`src/rtl/multdiv_unit.sv`:
```
// Iterative signed multiply/divide unit for the execute stage.
// A start strobe sampled in IDLE or DONE captures the operands; the unit then
// runs WIDTH iterations and pulses data_resultRDY for one cycle with the result.
// The multiply is a radix-2 Booth sequence. The divide is a restoring division
// on operand magnitudes, with the quotient sign fixed up at the end.
//
// Ports:
//   clock          rising-edge clock
//   reset          synchronous active-low reset
//   ctrl_MULT      start-multiply strobe (wins over ctrl_DIV)
//   ctrl_DIV       start-divide strobe
//   data_operandA  multiplicand / dividend, two's complement
//   data_operandB  multiplier / divisor, two's complement
//   data_result    product low word or quotient, held until the next completion
//   data_exception signed overflow or divide-by-zero, valid with data_resultRDY
//   data_resultRDY one-cycle completion pulse
//   busy           stall request while an operation is iterating
module multdiv_unit #(
    parameter int unsigned WIDTH = 32
) (
    input  logic             clock,
    input  logic             reset,
    input  logic             ctrl_MULT,
    input  logic             ctrl_DIV,
    input  logic [WIDTH-1:0] data_operandA,
    input  logic [WIDTH-1:0] data_operandB,
    output logic [WIDTH-1:0] data_result,
    output logic             data_exception,
    output logic             data_resultRDY,
    output logic             busy
);

    localparam int unsigned      CNT_W   = $clog2(WIDTH) + 1;
    localparam logic [CNT_W-1:0] LAST    = CNT_W'(WIDTH);
    localparam logic [WIDTH-1:0] MIN_VAL = {1'b1, {(WIDTH-1){1'b0}}};

    typedef enum logic [1:0] {
        IDLE = 2'd0,
        MUL  = 2'd1,
        DIV  = 2'd2,
        DONE = 2'd3
    } state_t;

    state_t           state;
    logic [CNT_W-1:0] cnt;
    // acc carries one guard bit so that subtracting the most negative
    // multiplicand cannot overflow; in divide mode it holds the remainder.
    logic [WIDTH:0]   acc;
    logic [WIDTH-1:0] q;        // multiplier bits / dividend-then-quotient
    logic [WIDTH-1:0] m;        // multiplicand / divisor magnitude
    logic             q_m1;     // Booth look-behind bit
    logic             div_neg;
    logic             div_zero;
    logic             div_ovf;

    // Divide start values derived from the live operands
    logic [WIDTH-1:0] abs_a;
    logic [WIDTH-1:0] abs_b;
    logic             start_div_zero;
    logic             start_div_ovf;

    assign abs_a          = data_operandA[WIDTH-1] ? -data_operandA : data_operandA;
    assign abs_b          = data_operandB[WIDTH-1] ? -data_operandB : data_operandB;
    assign start_div_zero = (data_operandB == '0);
    assign start_div_ovf  = (data_operandA == MIN_VAL) && (&data_operandB);

    // One iteration of each algorithm, plus the final result shaping
    logic [WIDTH:0]   booth_sum;
    logic [WIDTH:0]   div_shift;
    logic [WIDTH:0]   div_trial;
    logic [WIDTH:0]   prod_hi;
    logic             mul_ovf;
    logic [WIDTH-1:0] div_q_signed;

    always_comb begin
        booth_sum = acc;
        case ({q[0], q_m1})
            2'b01:   booth_sum = acc + {m[WIDTH-1], m};
            2'b10:   booth_sum = acc - {m[WIDTH-1], m};
            default: booth_sum = acc;
        endcase
        div_shift    = {acc[WIDTH-1:0], q[WIDTH-1]};
        div_trial    = div_shift - {1'b0, m};
        // Bits [2W-1:W-1] of the product must be a pure sign extension
        prod_hi      = {acc[WIDTH-1:0], q[WIDTH-1]};
        mul_ovf      = ~((&prod_hi) | ~(|prod_hi));
        div_q_signed = div_neg ? -q : q;
    end

    // Sequencer, datapath and registered outputs
    always_ff @(posedge clock) begin
        if (!reset) begin
            state          <= IDLE;
            cnt            <= '0;
            acc            <= '0;
            q              <= '0;
            m              <= '0;
            q_m1           <= 1'b0;
            div_neg        <= 1'b0;
            div_zero       <= 1'b0;
            div_ovf        <= 1'b0;
            data_result    <= '0;
            data_exception <= 1'b0;
            data_resultRDY <= 1'b0;
            busy           <= 1'b0;
        end else begin
            data_resultRDY <= 1'b0;
            case (state)
                IDLE, DONE: begin
                    busy <= 1'b0;
                    if (ctrl_MULT) begin
                        state <= MUL;
                        cnt   <= '0;
                        acc   <= '0;
                        q     <= data_operandB;
                        q_m1  <= 1'b0;
                        m     <= data_operandA;
                    end else if (ctrl_DIV) begin
                        state    <= DIV;
                        cnt      <= '0;
                        acc      <= '0;
                        q        <= abs_a;
                        q_m1     <= 1'b0;
                        m        <= abs_b;
                        div_neg  <= data_operandA[WIDTH-1] ^ data_operandB[WIDTH-1];
                        div_zero <= start_div_zero;
                        div_ovf  <= start_div_ovf;
                    end else begin
                        state <= IDLE;
                    end
                end
                MUL: begin
                    if (cnt != LAST) begin
                        busy <= 1'b1;
                        cnt  <= cnt + CNT_W'(1);
                        // Add/subtract, then arithmetic shift of {acc, q, q_m1}
                        acc  <= {booth_sum[WIDTH], booth_sum[WIDTH:1]};
                        q    <= {booth_sum[0], q[WIDTH-1:1]};
                        q_m1 <= q[0];
                    end else begin
                        state          <= DONE;
                        busy           <= 1'b0;
                        data_resultRDY <= 1'b1;
                        data_result    <= q;
                        data_exception <= mul_ovf;
                    end
                end
                DIV: begin
                    if (cnt != LAST) begin
                        busy <= 1'b1;
                        cnt  <= cnt + CNT_W'(1);
                        // Keep the trial difference only when it is non-negative
                        if (!div_trial[WIDTH]) begin
                            acc <= div_trial;
                            q   <= {q[WIDTH-2:0], 1'b1};
                        end else begin
                            acc <= div_shift;
                            q   <= {q[WIDTH-2:0], 1'b0};
                        end
                    end else begin
                        state          <= DONE;
                        busy           <= 1'b0;
                        data_resultRDY <= 1'b1;
                        data_result    <= div_zero ? '0 : div_q_signed;
                        data_exception <= div_zero | div_ovf;
                    end
                end
                default: state <= IDLE;
            endcase
        end
    end

endmodule

```
`config.mk`:
```
export PLATFORM = sky130hd
export DESIGN_NAME = multdiv_unit
export DESIGN_NICKNAME = d
export VERILOG_FILES = /design/src/rtl/multdiv_unit.sv
export SDC_FILE = /design/constraint.sdc
export NUM_CORES = 1
export LEC_CHECK = 0
export ABC_AREA = 1
export BUFFER_PORTS_ARGS = -buffer_cell sky130_fd_sc_hd__buf_2
export CAP_MARGIN = 20
export CORE_MARGIN = 2
export CORE_UTILIZATION = 45
export DETAILED_ROUTE_END_ITERATION = 7
export GPL_ROUTABILITY_DRIVEN = 0
export SETUP_SLACK_MARGIN = 0.3
export SLEW_MARGIN = 20
export SYNTH_ARGS = -nofsm -noshare
export SYNTH_HDL_FRONTEND = slang
export SYNTH_SLANG_ARGS = --single-unit
export TNS_END_PERCENT = 30
```
`constraint.sdc`:
```
create_clock -name clock -period 4.5 [get_ports clock]
set_input_delay 0.225 -clock clock [delete_from_list [all_inputs] [get_ports clock]]
set_output_delay 0.225 -clock clock [all_outputs]
set_load 0.02 [all_outputs]
```
==> run_results.csv <==
group,metric,value,unit
outcome,status,"complete, no violations",
routing,firstDrtPassIters,6,
sta,tightest_slew,0.997,ns
clock_network,htreeDepth,4,
setup_path,crit_path_cell_trace,"inv_1 > ha_1 > inv_1 > fa_1 > nand2_1 > o21ai_0 > buf_4 > nand2_1 > nand2_1 > nand3_1 > nand2_1 > nand2_1 > nand2_1 > a21oi_1 > o21bai_1 > ha_1 > inv_2 > a21oi_1 > o21ai_0 > o21ai_0 > o21ai_0 > nand2_1 > a21oi_1",
clock_network,cts-root-buf,"clkbuf_16",
grt,grt_pass1_vias,16101,
clock_network,clock-sinks,144,
setup_path,cp-start-kind,"register",
die,rows,65,
die,fp.dieW,183,microns
final_layout,areaGrowthSynthToFinish,9.90,%
sta,finalClockSkew,0.0121,ns
final_layout,fill_cells,3413,
logic_synthesis,ys_warn_count,0,
routing,num_vias,17365,
grt,grt_max_degree,79,
final_layout,final_nets,2664,
sta,finalCriticalPeriod,4.00,ns
final_layout,drive_gt1_frac,0.0834,
clock_network,clk_pin_slew_worst_paths,0.07,ns
power_and_ir_drop,leakagePower,7.14,nW
logic_synthesis,syn-num-nets,2615,
logic_synthesis,yosysSeqAreaShare,0.199,
setup_path,slowest_delay,0.57,ns
logic_synthesis,synthArstFlopShare,0,
logic_synthesis,synth_edf_count,0,
logic_synthesis,postSynthAreaPerCell,5.87,sq um
logic_synthesis,synth_cells,2470,
setup_path,crit_required,4.78,ns
routing,wl_per_cell,19.2,microns
sta,maxSlewViolCount,0,
setup_path,cpMaxStageDelayCell,"ha_1",
placement,place_area,15300,sq um
sta,hold_violations,0,
worst_hold_path,min_path_type,"in2reg",
clock_network,clock_path_buffers,2,
grt,antenna_found_initial,0,
setup_path,cp_common_cell,"nand2_1",
final_layout,antenna_cells,0,
logic_synthesis,ys_ff_latch,144,
setup_path,worstSetupEndpointType,"register",
power_and_ir_drop,powerDensity,350,nW/um^2
routing,postRouteAntennaNets,0,
placement,hpwl,43600,microns
routing,via_per_inst,5.92,
sta,relSlewSlack,0.336,
setup_path,critPathKind,"reg2reg",
grt,grt.overflow.total,0,
sta,rsz0062_at_grt,"no",
sta,fin_tns_setup,0,ns
logic_synthesis,synth_cell_type_count,51,
setup_path,path_max_fanout,25,
final_layout,final_cell_mix,"nand2_1 (585), a21oi_1 (301), inv_1 (289)",
clock_network,cts_hold_buf,0,
flow_run,maxCapViolations,0,
die,die_y,183,microns
grt,grt_first_pass_wirelength,87700,microns
clock_network,insertion_delay,0.44,ns
die,core-area,31600,sq um
logic_synthesis,synth.cell_area,14500,sq um
setup_path,cp.arrival,4.28,ns
power_and_ir_drop,ir_drop,0.000207,V
sta,clock.fmax,250,MHz
routing,drt-initial-drc-count,1616,
clock_network,cts_tree,"built",
die,start_util,0.458,
die,io_pins,103,
logic_synthesis,synthFlopType,"dfxtp_1",
sta,final-setup-viol-count,0,
placement,io_buffers,102,
die,dieArea,33700,sq um
clock_network,numCtsBuffers,17,
final_layout,final_area,15900,sq um
sta,period_share,0.889,
routing,wl,56300,microns
power_and_ir_drop,p_total,5.57,mW
grt,grt_usage,0.330,
final_layout,layout.cells.most_common,"nand2_1",
routing,route.detailed.drc,0,
-- worst paths after layout --
check | end | depth (start not counted) | startpoint | slack, ns
setup / recovery | acc[6] | 23 | q[31] | 0.50
hold reg to reg | data_result[27] | 2 | data_result[27] | 0.46
hold / removal | q[1] | 3 | data_operandB[1] | 0.16
setup reg to reg | acc[6] | 23 | q[31] | 0.50
-- where the power goes --
| group | switching [mW] | internal (mW) |
|---|---|---|
| Clock | 0.625 | 0.939 |
| Sequential | 0.0953 | 1.37 |
| Combinational | 1.80 | 0.745 |
| Total | 2.52 | 3.05 |
-- registers in the layout, indices dropped and copies added (netlist names), 2 cells and up --
signal	flops
acc	33
cnt	6
data_result	32
m	32
q	32
state	2
-- worst max-delay path, delay by kind of cell (launching register included) --
family	cells	cell delay [ns]
AO/OA/AOI/OAI	8	0.87
adder cells (fa/ha/maj)	3	1.15
flip-flops	1	0.33
AND/OR/NAND/NOR	8	0.76
buffers and inverters	4	0.73
-- metrics by stage --
step / hold WS [ns] / util / setup WS, ns / std cells
after floorplan: 0.363 / - / 1.28 / 2470
after global placement: 0.451 / 0.483 / 0.729 / 2902
after detailed placement: 0.452 / 0.483 / 0.631 / 2902
after CTS: 0.139 / 0.503 / 0.613 / 2933
after global routing: 0.148 / 0.503 / 0.316 / 2933
final: 0.159 / 0.503 / 0.501 / 2933
-- repair_timing --
item,in CTS,in global routing
setup buffers,0,0
setup endpoints to repair,0,4
hold endpoints to repair,0,0
gates resized for setup,0,2
-- cell type report --
cell class                      instances  area, sq um  area share
Clock buffer                           18          429      0.0269
Clock inverter                         13          199      0.0125
Timing Repair Buffer                  123          681      0.0427
Sequential cell                       144         2880       0.181
Tap cell                              402          503      0.0316
Multi-Input combinational cell       1927        10100       0.633
Inverter                              306         1150      0.0722
-- layer usage --
metal | routed length, microns | vias to the layer above | share of wire | global-route usage
li1 | - | 8429 | - | -
met1 | 24100 | 7994 | 0.43 | 0.434
met2 | 25100 | 821 | 0.45 | 0.531
met3 | 4260 | 121 | 0.076 | 0.0406
met4 | 2900 | 0 | 0.052 | 0.172
met5 | 0 | - | 0 | 0
-- synth_stat cells, types with 4 or more instances --
| master | instances | area [sq um] |
|---|---|---|
| a21o_1 | 6 | 45.0 |
| a21oi_1 | 302 | 1510 |
| a22oi_1 | 28 | 210 |
| a31oi_1 | 6 | 37.5 |
| buf_1 | 10 | 37.5 |
| buf_2 | 17 | 85.1 |
| clkbuf_1 | 64 | 240 |
| dfxtp_1 | 144 | 2880 |
| ha_1 | 75 | 938 |
| inv_1 | 290 | 1090 |
| inv_2 | 16 | 60.1 |
| nand2_1 | 585 | 2200 |
| nand2_2 | 4 | 25.0 |
| nand3_1 | 160 | 801 |
| nand3_2 | 5 | 50.1 |
| nand3b_1 | 7 | 52.6 |
| nand4_1 | 34 | 213 |
| nor2_1 | 222 | 833 |
| nor2_2 | 5 | 31.3 |
| nor2_4 | 6 | 67.6 |
| nor3_1 | 48 | 240 |
| nor4_1 | 19 | 119 |
| o211ai_1 | 30 | 225 |
| o21a_1 | 12 | 90.1 |
| o21ai_0 | 197 | 986 |
| o21ai_1 | 6 | 30.0 |
| o21bai_1 | 10 | 75.1 |
| o221ai_1 | 4 | 35.0 |
| o22ai_1 | 48 | 300 |
| o31ai_1 | 5 | 37.5 |
| or2_2 | 9 | 56.3 |
| xnor2_1 | 7 | 61.3 |
| xor2_1 | 58 | 508 |
-- cells by family (layout without fill, tap and decap cells) --
logic type	count (synthesis)	count (layout)	share of synthesized area
AO/OA/AOI/OAI	670	670	0.258
flip-flops	144	144	0.199
XOR/XNOR	65	65	0.0393
AND/OR/NAND/NOR	1115	1115	0.330
buffers and inverters	399	460	0.106
adder cells (fa/ha/maj)	77	77	0.0675
Power figures use the tool's default switching activity.
